File: src/rtl/multicycle_ctrl.sv
// Control sequencer for the non-pipelined core: walks each instruction through
// fetch/decode/execute/memory/writeback and owns the imem/dmem handshakes.
//
// state  | meaning
// -------+----------------------------------------------------------
// IDLE   | parked, waiting for run
// FETCH  | imem_req high until imem_ack (or timeout)
// DECODE | decoder outputs settle; illegal/halt resolved here
// EXEC   | ALU capture; branches retire here
// MEM    | dmem_req high until dmem_ack (or timeout); stores retire here
// WB     | register-file write and PC+4; retires
// HALT   | sticky until reset
// FAULT  | sticky until reset (illegal opcode or memory timeout)
module multicycle_ctrl #(
    parameter int unsigned TIMEOUT = 255,
    parameter int unsigned CNT_W   = 32
) (
    input  logic             clk,
    input  logic             reset_n,
    input  logic             run,
    output logic             imem_req,
    input  logic             imem_ack,
    output logic             ir_load,
    input  logic             dec_load,
    input  logic             dec_store,
    input  logic             dec_branch,
    input  logic             dec_wb,
    input  logic             dec_halt,
    input  logic             dec_illegal,
    input  logic             br_cond,
    output logic             alu_en,
    output logic             pc_we,
    output logic             pc_sel,
    output logic             dmem_req,
    output logic             dmem_we,
    input  logic             dmem_ack,
    output logic             rf_we,
    output logic             rf_wsel,
    output logic             halted,
    output logic             fault,
    output logic [2:0]       state_o,
    output logic [CNT_W-1:0] instret
);

    typedef enum logic [2:0] {
        S_IDLE   = 3'd0,
        S_FETCH  = 3'd1,
        S_DECODE = 3'd2,
        S_EXEC   = 3'd3,
        S_MEM    = 3'd4,
        S_WB     = 3'd5,
        S_HALT   = 3'd6,
        S_FAULT  = 3'd7
    } state_t;

    localparam int unsigned TO_W     = (TIMEOUT > 1) ? $clog2(TIMEOUT + 1) : 1;
    localparam int unsigned TO_LIM_I = (TIMEOUT > 0) ? TIMEOUT - 1 : 0;
    localparam logic [TO_W-1:0] TO_LIM = TO_LIM_I[TO_W-1:0];
    localparam bit TO_EN = (TIMEOUT != 0);

    state_t           state_q, state_d;
    logic [TO_W-1:0]  to_cnt_q, to_cnt_d;
    logic [CNT_W-1:0] instret_q, instret_d;
    logic             retire;
    logic             to_hit;

    always_comb begin
        state_d  = state_q;
        retire   = 1'b0;
        imem_req = 1'b0;
        ir_load  = 1'b0;
        alu_en   = 1'b0;
        pc_we    = 1'b0;
        pc_sel   = 1'b0;
        dmem_req = 1'b0;
        dmem_we  = 1'b0;
        rf_we    = 1'b0;
        rf_wsel  = 1'b0;
        halted   = 1'b0;
        fault    = 1'b0;
        to_hit   = TO_EN && (to_cnt_q == TO_LIM);

        case (state_q)
            S_IDLE: begin
                if (run) state_d = S_FETCH;
            end
            S_FETCH: begin
                imem_req = 1'b1;
                if (imem_ack) begin
                    ir_load = 1'b1;
                    state_d = S_DECODE;
                end else if (to_hit) begin
                    state_d = S_FAULT;
                end
            end
            S_DECODE: begin
                if (dec_illegal)   state_d = S_FAULT;
                else if (dec_halt) state_d = S_HALT;
                else               state_d = S_EXEC;
            end
            S_EXEC: begin
                alu_en = 1'b1;
                if (dec_load || dec_store) begin
                    state_d = S_MEM;
                end else if (dec_branch) begin
                    pc_we  = 1'b1;
                    pc_sel = br_cond;
                    retire = 1'b1;
                end else begin
                    state_d = S_WB;
                end
            end
            S_MEM: begin
                dmem_req = 1'b1;
                // load+store together behaves as a load, so never write then
                dmem_we  = dec_store & ~dec_load;
                if (dmem_ack) begin
                    if (dec_load) begin
                        state_d = S_WB;
                    end else begin
                        pc_we  = 1'b1;
                        retire = 1'b1;
                    end
                end else if (to_hit) begin
                    state_d = S_FAULT;
                end
            end
            S_WB: begin
                rf_we   = dec_wb;
                rf_wsel = dec_load;
                pc_we   = 1'b1;
                retire  = 1'b1;
            end
            S_HALT:  halted = 1'b1;
            S_FAULT: fault  = 1'b1;
            default: state_d = S_IDLE;
        endcase

        if (retire) state_d = run ? S_FETCH : S_IDLE;

        instret_d = instret_q + CNT_W'(retire);

        // any state change restarts the wait count; it only advances while waiting
        if (state_d != state_q) begin
            to_cnt_d = '0;
        end else if ((state_q == S_FETCH || state_q == S_MEM) && (to_cnt_q != '1)) begin
            to_cnt_d = to_cnt_q + 1'b1;
        end else begin
            to_cnt_d = to_cnt_q;
        end
    end

    always_ff @(posedge clk or negedge reset_n) begin
        if (!reset_n) begin
            state_q   <= S_IDLE;
            to_cnt_q  <= '0;
            instret_q <= '0;
        end else begin
            state_q   <= state_d;
            to_cnt_q  <= to_cnt_d;
            instret_q <= instret_d;
        end
    end

    assign state_o = state_q;
    assign instret = instret_q;

endmodule
File: config.mk
export PLATFORM = sky130hd
export DESIGN_NAME = multicycle_ctrl
export DESIGN_NICKNAME = d
export VERILOG_FILES = /design/src/rtl/multicycle_ctrl.sv
export SDC_FILE = /design/constraint.sdc
export NUM_CORES = 1
export LEC_CHECK = 0
export CAP_MARGIN = 20
export CORE_MARGIN = 2
export CORE_UTILIZATION = 55
export CTS_BUF_LIST = sky130_fd_sc_hd__clkbuf_8
export DETAILED_ROUTE_END_ITERATION = 7
export PLACE_DENSITY = 0.88
export SKIP_CTS_REPAIR_TIMING = 1
export SYNTH_ARGS = -nofsm -noshare
export SYNTH_HDL_FRONTEND = slang
export SYNTH_SLANG_ARGS = --single-unit
File: constraint.sdc
create_clock -name clk -period 3.6 [get_ports clk]
set_input_delay 1.08 -clock clk [delete_from_list [all_inputs] [get_ports clk]]
set_output_delay 1.08 -clock clk [all_outputs]
set_load 0.01 [all_outputs]
== Word level (Yosys, flattened, before mapping) ==
Cells that the tools add are included.
Storage, ports and cells
  input port bits: 12
  logic and storage cells: 54
  output and inout port bits: 46
  register bits: 43
Operators by class
  reductions and logical operators: 5
  bitwise logic cells: 2
  multiplexer cells: 32
  add/subtract/negate cells: 2
  equal/unequal tests: 10
Operator list (number)
  $add A32 B1 Y32: 1
  $mux W3: 10
  $mux W1: 18
  $mux W8: 2
  $pmux W3 S5: 1
  $eq A3 B3 Y1 const B: 4
  $add A8 B1 Y8 const B: 1
  $eq A8 B8 Y1 const B: 1
  $ne A8 B8 Y1 const B: 1
  $eq A3 B2 Y1 const B: 2
  $eq A3 B1 Y1 const B: 1
  $logic_not A3 Y1: 1
  $ne A3 B3 Y1: 1
  $pmux W1 S3: 1
  $logic_or A1 B1 Y1: 2
  $reduce_bool A2 Y1: 1
  $and A1 B1 Y1: 1
  $logic_and A1 B1 Y1: 1
  $not A1 Y1: 1

== Longest topological paths before layout ==
  depth after elaboration: 7
  depth in mapped cells: 11
  depth with buffers taken out: 9

== Worst setup path before layout ==
OpenSTA, ideal clock, no wires.
  path kind: input to register
  start point: input dec_load
  end point: register instret_q[10], in the netlist instret[10]
  path buffers: 1
  stages: 10
  data arrival time: 3.010 ns
  data required time: 3.474 ns
  setup slack: 0.464 ns
  library setup time: 0.126 ns
  cells stage by stage: or3b_1 -> o21ai_0 -> a32o_1 -> ha_1 -> ha_1 -> nand3_1 -> nor2_1 -> buf_2 -> nand3_1 -> xnor2_1
Between the ends
  cells in the longest elaborated chain, start to end: 4
  elaborated cells on any way between the ends: 6
  classes of those cells: add/sub: 1; mux: 4; reduce/logical: 1
Ends and longest elaborated chain
  start: declaration: RTL line 24  | input logic dec_load,
  $mux W1 / $logic_or A1 B1 Y1 (equally long branches)
  $mux W1, on equally long branches
  $pmux W1 S3 *
  via pc_we: RTL line 32  | output logic pc_we,
  $add A32 B1 Y32 *: RTL line 141  | instret_d = instret_q + CNT_W'(retire);
  via instret_d[10]: RTL line 63  | logic [CNT_W-1:0] instret_q, instret_d;
  end signal: assignment: RTL line 161  | instret_q <= instret_d;
  end: declaration: RTL line 63
The timed path passes the listed nets; every way through them passes the cells marked *.
A chain may end at the register's enable or synchronous reset.

== Worst setup path in the final report ==
  start point: input dec_branch
  end point: output pc_we
Between the ends
  cells in the longest elaborated chain, start to end: 3
Ends and longest elaborated chain
  start: declaration: RTL line 26  | input logic dec_branch,
  $mux W1: RTL line 105  | end else if (dec_branch) begin
  $mux W1: RTL line 103  | if (dec_load || dec_store) begin
  $pmux W1 S3: RTL line 83  | case (state_q)
  end: declaration: RTL line 32
No other way between the ends.

==> run summary <==
POWER
---------------------------------------------------------------------------------
Static power due to leakage                                            0.00132 uW
Switching share of power                                                    37.8%
Fraction of power consumed by the clock network                             19.4%
Max VDD drop                                                           0.000575 V
Power density normalized to cell area                                 513 mW/mm^2
Net switching power of the design                                          614 uW
Portion of total power attributed to sequential cells                       40.5%
Part of the power in combinational logic                                    40.0%
Total internal power                                                      1010 uW

ROUTE
---------------------------------------------------------------------------------
Max layer used                                                               met4
Number of optimization iterations in the first detailed-route pass              4
Met1 wire length                                                          2360 um
Count of vias placed by the detailed router                                  1974
Via-per-instance ratio                                                       5.77
Drt total wl                                                              5350 um
Per-cell routed wire length                                               15.6 um
Detailed-route DRC error count                                                  0
Number of antenna-violating nets in the routed design                           0
DR iter-0 viols                                                               140
Met3 routed wirelength                                                     209 um
Wire length on met2                                                       2720 um

LAYOUT
---------------------------------------------------------------------------------
Post-layout nets                                                              307
Final standard cell area without fillers                             0.00316 mm^2
Diode insertion count for antenna repair                                        0
Fraction of final layout cells with drive strength greater than 1           13.0%
Post-synthesis to final-layout area growth                                  32.5%

WORST SETUP PATH
---------------------------------------------------------------------------------
Worst path max stage delay                                                0.47 ns
Largest fanout on the critical path                                             2
Number of buffers and inverters on the critical path                            2
Arrival time at the worst endpoint                                        2.44 ns
Category of the worst setup path capture point                        output port
Crit. path cell count                                                           5
Slowest cell on the critical path                                    clkdlybuf4s50_1
Sequence of cells on the critical path                               clkdlybuf4s50_1 -> or3b_1 -> o21ai_1 -> a32o_2 -> dlymetal6s2s_1
Setup Crit Path Kind                                                    in -> out
Worst Reg2Reg Path Length in Cells                                             11
Kind of cell with the highest combined delay on the critical path    buffers and inverters
Nature of the critical path startpoint                               primary input
Data required, critical path                                              2.52 ns

HOLD PATH
---------------------------------------------------------------------------------
Tightest Hold Check Type                                               reg -> reg
Instance count along the most critical hold path                                1

STA
---------------------------------------------------------------------------------
Max_slew headroom                                                           39.8%
Number of failing setup endpoints in the final timing report                    0
Shortest clock period the worst path allows after layout                  3.52 ns
Final max-slew violation count                                                  0
RSZ-0062 raised after global routing                                        false
Largest clock skew in the final design                                 0.00815 ns
Fin. Hold Viols                                                                 0
Final period utilization                                                    97.8%
Peak clock frequency supported by timing                                  284 MHz
Worst hold slack                                                         0.479 ns
Actual transition at the worst max-transition pin                        0.902 ns

YOSYS
---------------------------------------------------------------------------------
Flip-flop cell with the highest count after synthesis                     dfrtp_1
Most frequent cells after synthesis                                  dfrtp_1, xnor2_1, nand3_1
Top cells by area in the synthesized netlist                         dfrtp_1, xnor2_1, nand3_1
Post-synth EDFFs                                                                0
Area fraction of the dominant cell type after synthesis                     45.1%
Post-Synthesis Cell Area                                             0.00238 mm^2
Synth Register Bits                                                            43
Post-synthesis net count                                                      241
Count of yosys warnings during synthesis                                        0
Cell variety after synth                                                       40
Most frequent cell after synthesis                                        dfrtp_1
Post-synthesis average cell area                                        10.6 um^2
Async SR Flop Fraction                                                       100%
Largest area contributor in the synthesized netlist                       dfrtp_1
Post-synthesis sequential area ratio                                        45.1%
Synth Instances                                                               225

FLOORPLANNING
---------------------------------------------------------------------------------
DIE AREA                                                             0.00488 mm^2
Standard cell core area                                              0.00409 mm^2
IO Count                                                                       58
Initial standard-cell utilization of the core                               58.4%
X dimension of the die                                                    69.9 um
Standard-cell row count                                                        23
Height of the die                                                         69.9 um

CLOCK NETWORK
---------------------------------------------------------------------------------
CTS H-Tree Depth                                                                2
Clk pin slew, worst setup/hold paths                                      0.09 ns
TritonCTS clock tree                                                        built
Total CTS buffers                                                               5
Clock Latency Late Sink                                                   0.30 ns
Maximum count of clock buffers along a single path                              2
Clk root buf                                                             clkbuf_8
Number of clock sinks seen by CTS                                              43

PLACE
---------------------------------------------------------------------------------
Detailed Place HPWL                                                       3880 um
Placed cell areas                                                    0.00305 mm^2
Port Buf Inserts                                                               57
RePlAce Congestion                                                          0.843

GRT
---------------------------------------------------------------------------------
Gr ovfl total                                                                   0
Wire length of the first global-routing pass                              8690 um
Total routing usage reported by global routing                              22.0%
Antenna violations before repair                                                0
Number of global-route vias before repair                                    1863
Maximum number of pins on one net before global-route repair                   44

STATUS
---------------------------------------------------------------------------------
Result of the run                                                    finished, final reports clean

FLOW RUN
---------------------------------------------------------------------------------
Max-cap violation count                                                         0

[power by group through the flow]
stage | Combinational, uW | Sequential [uW] | Clock, uW
after detailed placement | 646 | 666 | 0
after CTS | 652 | 657 | 321
after floorplan | 399 | 635 | 0
after global placement | 625 | 664 | 0
after global routing | 698 | 671 | 342
final | 650 | 658 | 315
[worst paths after layout]
kind,from,end,slack (ns)
worst max-delay path,dec_branch,pc_we,0.08
worst min-delay path,instret[31],instret[31],0.48
worst max register to register,state_o[2],instret[28],0.89
worst min register to register,instret[31],instret[31],0.48
max in group asynchronous,reset_n,state_o[0],2.13
min in group asynchronous,reset_n,instret[31],0.90
[final cells by class]
class / count / area [um^2]
fillers: 271 / 926
well taps: 50 / 62.6
clock inverters: 3 / 23.8
multi-input cells: 167 / 1260
flip-flops and latches: 43 / 1080
inverters: 7 / 26.3
repair buffers: 67 / 646
clock buffers: 5 / 68.8
[registers in the layout (all words and copies together), names as in the netlist]
signal,count
state_o,3
to_cnt_q,8
instret,32
[cell usage in the layout, fill, tap and decap left out, drive strengths merged, types with 3 or more instances in the layout]
cell type       n
nor3           11
nand2          12
dfrtp          43
clkbuf          5
o21ai           7
inv             8
nor2            8
buf            11
xor2            4
and2            6
nand3          17
ha              4
nor3b           4
and4            6
xnor2          29
a21oi           3
and3           10
mux2i           4
nand4          13
clkdlybuf4s50  54
nand2b          7
[routing by layer]
metal / GRT usage [%] / vias up
li1: - / 932
met1: 28.9 / 984
met2: 36.5 / 54
met3: 4.47 / 4
met4: 7.26 / 0
met5: 0 / -
[metrics by stage]
stage	setup slack, ns	instances	utilization (%)	setup TNS, ns	power [uW]
2_1_floorplan	0.464	225	-	0	1030
3_3_place_gp	-0.277	334	74.6	-0.353	1290
3_5_place_dp	-0.357	334	74.6	-0.769	1310
4_1_cts	-0.371	342	76.9	-0.501	1630
5_1_grt	0.00817	342	77.3	0	1710
6_report	0.0794	342	77.3	0	1620
[cell families (layout without fill, tap and decap cells)]
logic type               count (synthesis)  after routing  share of synthesized area (%)
AO/OA/AOI/OAI                           20             20                           7.50
flip-flops                              43             43                           45.1
adder cells (fa/ha/maj)                  4              4                           2.10
XOR/XNOR                                33             33                           12.4
AND/OR/NAND/NOR                        104            104                           27.5
buffers and inverters                   15             82                           2.68
multiplexers                             6              6                           2.62
Power figures use the tool's default switching activity.
